File: src/rtl/ram_write_scheduler.sv
// Write-port scheduler in front of the multi-port RAM: one batch of requests is
// spread over the RAM write ports without two ports ever carrying the same
// address. Optional macro RAM_WAW_MERGE_EN merges same-address entries byte-wise.
module ram_write_scheduler #(
  parameter int REQ_NUM          = 8,
  parameter int WPORTS_NUM       = 6,
  parameter int DATA_DEPTH       = 128,
  parameter int DATA_WIDTH       = 64,
  parameter int BYTE_WRITE_WIDTH = 8,
  localparam int ADDR_WIDTH      = $clog2(DATA_DEPTH),
  localparam int BYTES_NUM       = DATA_WIDTH / BYTE_WRITE_WIDTH
) (
  input  logic                                  clk,
  input  logic                                  rst,
  input  logic [REQ_NUM-1:0]                    req_valid_i,
  output logic                                  req_ready_o,
  input  logic [REQ_NUM-1:0][ADDR_WIDTH-1:0]    req_addr_i,
  input  logic [REQ_NUM-1:0][BYTES_NUM-1:0]     req_we_i,
  input  logic [REQ_NUM-1:0][DATA_WIDTH-1:0]    req_data_i,
  output logic [WPORTS_NUM-1:0]                 en_w_o,
  output logic [WPORTS_NUM-1:0][BYTES_NUM-1:0]  we_o,
  output logic [WPORTS_NUM-1:0][ADDR_WIDTH-1:0] waddr_o,
  output logic [WPORTS_NUM-1:0][DATA_WIDTH-1:0] data_o,
  output logic                                  busy_o
);

  typedef enum logic {IDLE, DRAIN} state_t;

  state_t                                state;
  logic [REQ_NUM-1:0]                    pend_p0;
  logic [REQ_NUM-1:0][ADDR_WIDTH-1:0]    addr_p0;
  logic [REQ_NUM-1:0][BYTES_NUM-1:0]     we_p0;
  logic [REQ_NUM-1:0][DATA_WIDTH-1:0]    data_p0;

  logic [WPORTS_NUM-1:0]                 sel_en;
  logic [WPORTS_NUM-1:0][ADDR_WIDTH-1:0] sel_addr;
  logic [WPORTS_NUM-1:0][BYTES_NUM-1:0]  sel_we;
  logic [WPORTS_NUM-1:0][DATA_WIDTH-1:0] sel_data;
  logic [REQ_NUM-1:0]                    take;
  logic [REQ_NUM-1:0]                    rem_pend;
  logic [REQ_NUM-1:0]                    load_pend;
  logic                                  drained;

  // Stage p0 -> group selection: first WPORTS_NUM distinct pending addresses
  always_comb begin
    int   cnt;
    logic dup;
    cnt      = 0;
    dup      = 1'b0;
    sel_en   = '0;
    sel_addr = '0;
    sel_we   = '0;
    sel_data = '0;
    take     = '0;
    for (int i = 0; i < REQ_NUM; i++) begin
      dup = 1'b0;
      for (int k = 0; k < i; k++)
        if (pend_p0[k] && (addr_p0[k] == addr_p0[i])) dup = 1'b1;
      if (pend_p0[i] && !dup) begin
        for (int j = 0; j < WPORTS_NUM; j++) begin
          if (j == cnt) begin
            sel_en[j]   = 1'b1;
            sel_addr[j] = addr_p0[i];
`ifndef RAM_WAW_MERGE_EN
            take[i]     = 1'b1;
            sel_we[j]   = we_p0[i];
            sel_data[j] = data_p0[i];
`endif
          end
        end
        cnt = cnt + 1;
      end
    end
`ifdef RAM_WAW_MERGE_EN
    // Ascending scan so the highest-index entry owns each enabled byte
    for (int j = 0; j < WPORTS_NUM; j++) begin
      for (int i = 0; i < REQ_NUM; i++) begin
        if (sel_en[j] && pend_p0[i] && (addr_p0[i] == sel_addr[j])) begin
          take[i]   = 1'b1;
          sel_we[j] = sel_we[j] | we_p0[i];
          for (int b = 0; b < BYTES_NUM; b++)
            if (we_p0[i][b])
              sel_data[j][b*BYTE_WRITE_WIDTH +: BYTE_WRITE_WIDTH] =
                data_p0[i][b*BYTE_WRITE_WIDTH +: BYTE_WRITE_WIDTH];
        end
      end
    end
`endif
  end

  always_comb begin
    load_pend = '0;
    for (int i = 0; i < REQ_NUM; i++)
      load_pend[i] = req_valid_i[i] && (req_we_i[i] != '0);
  end

  assign rem_pend    = pend_p0 & ~take;
  assign drained     = (rem_pend == '0);
  assign req_ready_o = !rst && drained;
  assign busy_o      = (state == DRAIN);

  // Stage p0 -> p1: batch control and registered RAM port outputs
  always_ff @(posedge clk) begin
    if (rst) begin
      state   <= IDLE;
      pend_p0 <= '0;
      en_w_o  <= '0;
      we_o    <= '0;
      waddr_o <= '0;
      data_o  <= '0;
    end else begin
      en_w_o  <= sel_en;
      we_o    <= sel_we;
      waddr_o <= sel_addr;
      data_o  <= sel_data;
      if (drained) begin
        pend_p0 <= load_pend;
        state   <= (load_pend != '0) ? DRAIN : IDLE;
      end else begin
        pend_p0 <= rem_pend;
        state   <= DRAIN;
      end
    end
  end

  // Batch payload only matters where pend_p0 is set, so it carries no reset
  always_ff @(posedge clk) begin
    if (req_ready_o) begin
      addr_p0 <= req_addr_i;
      we_p0   <= req_we_i;
      data_p0 <= req_data_i;
    end
  end

endmodule

File: config.mk
export PLATFORM = sky130hd
export DESIGN_NAME = ram_write_scheduler
export DESIGN_NICKNAME = d
export VERILOG_FILES = /design/src/rtl/ram_write_scheduler.sv
export SDC_FILE = /design/constraint.sdc
export NUM_CORES = 2
export LEC_CHECK = 0
export CAP_MARGIN = 15
export CORE_AREA = 2 2 434 436
export CTS_CLUSTER_DIAMETER = 120
export CTS_CLUSTER_SIZE = 8
export DETAILED_ROUTE_END_ITERATION = 8
export DIE_AREA = 0 0 436 438
export PLACE_DENSITY = 0.52
export SLEW_MARGIN = 40
export SYNTH_ARGS = -nofsm -noshare
export SYNTH_HDL_FRONTEND = slang
export SYNTH_SLANG_ARGS = --single-unit
File: constraint.sdc
create_clock -name clk -period 85.3 [get_ports clk]
set_clock_uncertainty 0.2 [all_clocks]
set_input_delay 17.06 -clock clk [delete_from_list [all_inputs] [get_ports clk]]
set_output_delay 17.06 -clock clk [all_outputs]
set_load 0.1 [all_outputs]
==> flow_results.xml <==
<?xml version="1.0" encoding="UTF-8"?>
<metrics>
  <group name="placed_design">
    <metric name="post-dp-hpwl" unit="um">218000</metric>
    <metric name="io_buffers" unit="">1123</metric>
    <metric name="place_inst" unit="">9095</metric>
    <metric name="routabilityCongestion" unit="">0.951</metric>
  </group>
  <group name="drt">
    <metric name="ant_nets" unit="">0</metric>
    <metric name="viasPerCell" unit="">5.77</metric>
    <metric name="routed_wl" unit="um">321000</metric>
    <metric name="number_of_vias_in_the_routed_layout" unit="">54600</metric>
    <metric name="post_drt_wl_per_cell" unit="um">33.9</metric>
    <metric name="drcViolationCount" unit="">0</metric>
    <metric name="drt_first_iter_violations" unit="">6649</metric>
    <metric name="drt_pass1_iterations" unit="">6</metric>
  </group>
  <group name="setup_path">
    <metric name="crit_type" unit="">in -&gt; out</metric>
    <metric name="path_buf_inv" unit="">2</metric>
    <metric name="critPathTopFamily" unit="">buffers and inverters</metric>
    <metric name="timing.critical_path.slowest_cell_delay" unit="ns">0.69</metric>
    <metric name="r2r_cells" unit="">20</metric>
    <metric name="worst_path_max_delay_cell" unit="">nor3_4</metric>
    <metric name="crit_start" unit="">rst</metric>
    <metric name="end_kind" unit="">output pin</metric>
    <metric name="timing.critical_path.cells" unit="">buf_8 &gt; nor3_4 &gt; buf_2</metric>
    <metric name="worst_path_arrival_time" unit="ns">18.56</metric>
    <metric name="timing.rr.start" unit="">pend_p0[0]$_SDFF_PP0_</metric>
    <metric name="crit_required" unit="ns">68.04</metric>
    <metric name="r2r_end" unit="">data_p0[463]$_DFFE_PP_</metric>
    <metric name="worst_setup_path_start_kind" unit="">input port</metric>
    <metric name="minimum_setup_slack_among_reg_to_reg_paths" unit="ns">75.05</metric>
    <metric name="critPathMaxFanout" unit="">42</metric>
  </group>
  <group name="outcome">
    <metric name="run_status" unit="">finished, final reports clean</metric>
  </group>
  <group name="layout">
    <metric name="area.growth.synth_to_final" unit="%">27.1</metric>
    <metric name="final_cell_count_no_fill" unit="">9467</metric>
    <metric name="design.final.nets" unit="">7422</metric>
    <metric name="layout-drive-gt1-share" unit="%">14.4</metric>
    <metric name="multi_input_area" unit="um2">26600</metric>
    <metric name="layout.area.seq" unit="um2">28800</metric>
    <metric name="fillCellCount" unit="">18500</metric>
  </group>
  <group name="die">
    <metric name="die_w" unit="um">436</metric>
    <metric name="row_count" unit="">159</metric>
    <metric name="floorplan.die.height" unit="um">438</metric>
    <metric name="core-area" unit="um2">187000</metric>
    <metric name="design.die.area" unit="um2">191000</metric>
    <metric name="initial_util" unit="%">31.4</metric>
    <metric name="pin_count" unit="">1124</metric>
  </group>
  <group name="synth">
    <metric name="synth.distinct_cells" unit="">73</metric>
    <metric name="dominantRegCellSynth" unit="">edfxtp_1</metric>
    <metric name="synth.avg_cell_area" unit="um2">9.88</metric>
    <metric name="post-synth-top-area-cell" unit="">edfxtp_1</metric>
    <metric name="syn-cell-area" unit="um2">58600</metric>
    <metric name="synth_top_cells_by_area" unit="">edfxtp_1, dfxtp_1, mux2i_1</metric>
    <metric name="postSynthRegisterBits" unit="">1121</metric>
    <metric name="async_flop_share" unit="%">0</metric>
    <metric name="seq_area_frac_synth" unit="%">49.1</metric>
    <metric name="synth_top_area_share" unit="%">32.4</metric>
    <metric name="synthCells" unit="">5927</metric>
    <metric name="synth-edff-count" unit="">632</metric>
    <metric name="yosysWarningCount" unit="">0</metric>
  </group>
  <group name="pwr">
    <metric name="power_frac_comb" unit="%">49.0</metric>
    <metric name="power.density_cell_area" unit="nW/um2">41.8</metric>
    <metric name="static-leakage-power" unit="nW">30.3</metric>
    <metric name="ir_worst_vdd" unit="V">0.0000246</metric>
    <metric name="clock_power_share" unit="%">20.0</metric>
    <metric name="sequential_power_share" unit="%">31.1</metric>
    <metric name="internal-power" unit="W">0.00156</metric>
    <metric name="switching_share" unit="%">49.8</metric>
    <metric name="sw_pwr" unit="W">0.00155</metric>
  </group>
  <group name="clock_network">
    <metric name="clock_insertion_delay_worst_skew" unit="ns">0.86</metric>
    <metric name="cts_setup_buffers" unit="">0</metric>
    <metric name="holdBufCountCts" unit="">0</metric>
    <metric name="clock_sink_count" unit="">1121</metric>
    <metric name="cts.repair.resized" unit="">0</metric>
    <metric name="clk_pin_slew_worst_paths" unit="ns">0.05</metric>
    <metric name="cts_root_buffer" unit="">clkbuf_16</metric>
    <metric name="numCtsBuffers" unit="">158</metric>
    <metric name="tritoncts" unit="">yes</metric>
    <metric name="max-clock-path-buffers" unit="">3</metric>
    <metric name="htree_num_levels" unit="">4</metric>
  </group>
  <group name="sta">
    <metric name="period_needed" unit="ns">35.82</metric>
    <metric name="grt_setup_unrepaired" unit="">no</metric>
    <metric name="tightestPinTransition" unit="ns">0.911</metric>
    <metric name="slew-limit-headroom" unit="%">38.6</metric>
    <metric name="finalSetupTns" unit="ns">0</metric>
    <metric name="timing.final.max_slew_violations" unit="">0</metric>
    <metric name="finalHoldViolations" unit="">0</metric>
    <metric name="clock.fmax" unit="MHz">27.9</metric>
    <metric name="final.period_utilization" unit="%">42.0</metric>
    <metric name="setup_viol_count_final" unit="">0</metric>
  </group>
  <group name="run">
    <metric name="drv.max_cap_violation_count" unit="">0</metric>
  </group>
  <group name="worst_hold_path">
    <metric name="worstHoldStart" unit="">data_p0[511]$_DFFE_PP_</metric>
    <metric name="holdCritPathClass" unit="">reg -&gt; reg</metric>
    <metric name="holdPathEnd" unit="">data_o[383]$_SDFF_PP0_</metric>
    <metric name="hold-path-cell-count" unit="">2</metric>
  </group>
  <group name="grt">
    <metric name="grt_antenna_before_repair" unit="">119</metric>
    <metric name="grt_first_pass_wirelength" unit="um">436000</metric>
    <metric name="global_route_total_overflow" unit="">0</metric>
    <metric name="pin_count_of_the_biggest_net_entering_global_routing" unit="">120</metric>
    <metric name="grt_pass1_vias" unit="">52000</metric>
    <metric name="grt_util_all_layers" unit="%">32.3</metric>
  </group>
</metrics>
==> flip-flops by register name, summed over array words and instances, names as in the netlist, 6 cells and up <==
signal and cells:
we_o 48, data_o 384, waddr_o 42, we_p0 64
pend_p0 8, en_w_o 6, data_p0 512, addr_p0 56
==> layout make-up <==
class                   instances  area share, %
clock buffers                 276           5.95
repair buffers               1252           13.5
clock inverters                15          0.486
multi-input cells            3983           35.7
inverters                     246           1.25
well taps                    2495           4.19
diodes                         79          0.266
flip-flops and latches       1121           38.7
==> placed cells by master, fill, tap and decap left out, types with 18 or more instances in the layout <==
master | Yosys | layout
a211o_1 | 80 | 80
a21oi_1 | 233 | 232
a221oi_1 | 79 | 79
a311o_1 | 158 | 158
buf_2 | 56 | 477
buf_4 | 56 | 103
buf_6 | 13 | 19
clkbuf_1 | 409 | 116
clkbuf_16 | 0 | 159
clkdlybuf4s50_1 | 0 | 640
dfxtp_1 | 489 | 487
diode_2 | 0 | 79
edfxtp_1 | 632 | 632
ha_1 | 18 | 18
inv_1 | 244 | 242
mux2_2 | 159 | 159
mux2i_1 | 482 | 481
nand2_1 | 729 | 727
nand3_1 | 260 | 252
nand4_1 | 57 | 57
nor2_1 | 579 | 579
o211a_1 | 81 | 81
o211ai_1 | 311 | 311
o21a_1 | 82 | 82
o21ai_0 | 176 | 175
o311ai_0 | 81 | 80
o31ai_1 | 83 | 82
or4_1 | 20 | 20
xnor2_1 | 141 | 141
xor2_1 | 59 | 59
==> worst register-to-register path: cells and delay by family, from the launching register on <==
| family | cells | cell delay (ns) |
|---|---|---|
| flops | 1 | 0.75 |
| compound gates | 4 | 1.40 |
| buf+inv | 8 | 4.25 |
| simple gates | 6 | 2.73 |
| fa+ha+maj | 2 | 0.47 |
==> per-stage QoR <==
step           util, %  setup WS [ns]  hold WS, ns  cell area (um2)  power, W
2_1_floorplan        -           5.97        0.342            58600   0.00223
3_3_place_gp      38.4          48.42        0.386            71600   0.00251
3_5_place_dp      37.2          49.50        0.392            69400   0.00247
4_1_cts           39.8          49.50        0.417            74200   0.00311
5_1_grt           39.9          49.46        0.457            74400   0.00323
6_report          39.9          49.48        0.427            74400   0.00311
==> worst max-delay path by stage <==
stage          slack, ns  cells after the start     endpoint
6_report           49.48                      3  req_ready_o
2_1_floorplan       5.97                      4  req_ready_o
3_3_place_gp       48.42                      3  req_ready_o
3_5_place_dp       49.50                      3  req_ready_o
4_1_cts            49.50                      3  req_ready_o
5_1_grt            49.46                      3  req_ready_o
==> power groups by stage <==
stage / Combinational (W) / Clock (W) / Sequential (W)
floorplan: 0.000732 / 0 / 0.00150
global placement: 0.00154 / 0 / 0.000974
detailed placement: 0.00151 / 0 / 0.000968
CTS: 0.00151 / 0.000631 / 0.000961
global route: 0.00160 / 0.000653 / 0.000979
finish: 0.00152 / 0.000621 / 0.000967
==> kinds of logic (layout without fill, tap and decap cells) <==
group,after synthesis,after routing,synth area share (%)
multiplexers,641,641,11.3
AND/OR/NAND/NOR,1715,1715,12.3
AO/OA/AOI/OAI,1405,1405,17.9
XOR/XNOR,202,202,3.06
other,1,81,0.00640
flip-flops,1121,1121,49.1
adder cells (fa/ha/maj),18,18,0.385
buffers and inverters,824,1789,5.93
==> synth_stat cells, drive strengths merged, types with 17 or more instances <==
cell type	number
nand3	260
clkbuf	409
xor2	59
a211o	80
o211a	81
o21ai	178
buf	169
a221oi	79
nand2	730
o211ai	312
mux2	159
nor2	579
or4	20
o31ai	84
a311o	158
dfxtp	489
nor4	17
nand4	59
o21a	82
xnor2	142
mux2i	482
edfxtp	632
inv	246
a21oi	233
o311ai	85
ha	18
==> metal layers <==
metal | track usage, % | wire [um] | vias up
met3 | 7.04 | 27100 | 737
li1 | - | - | 23400
met2 | 49.4 | 143000 | 3396
met5 | 0 | 284 | -
met1 | 41.3 | 130000 | 27000
met4 | 20.5 | 20700 | 48
Power figures use the tool's default switching activity.
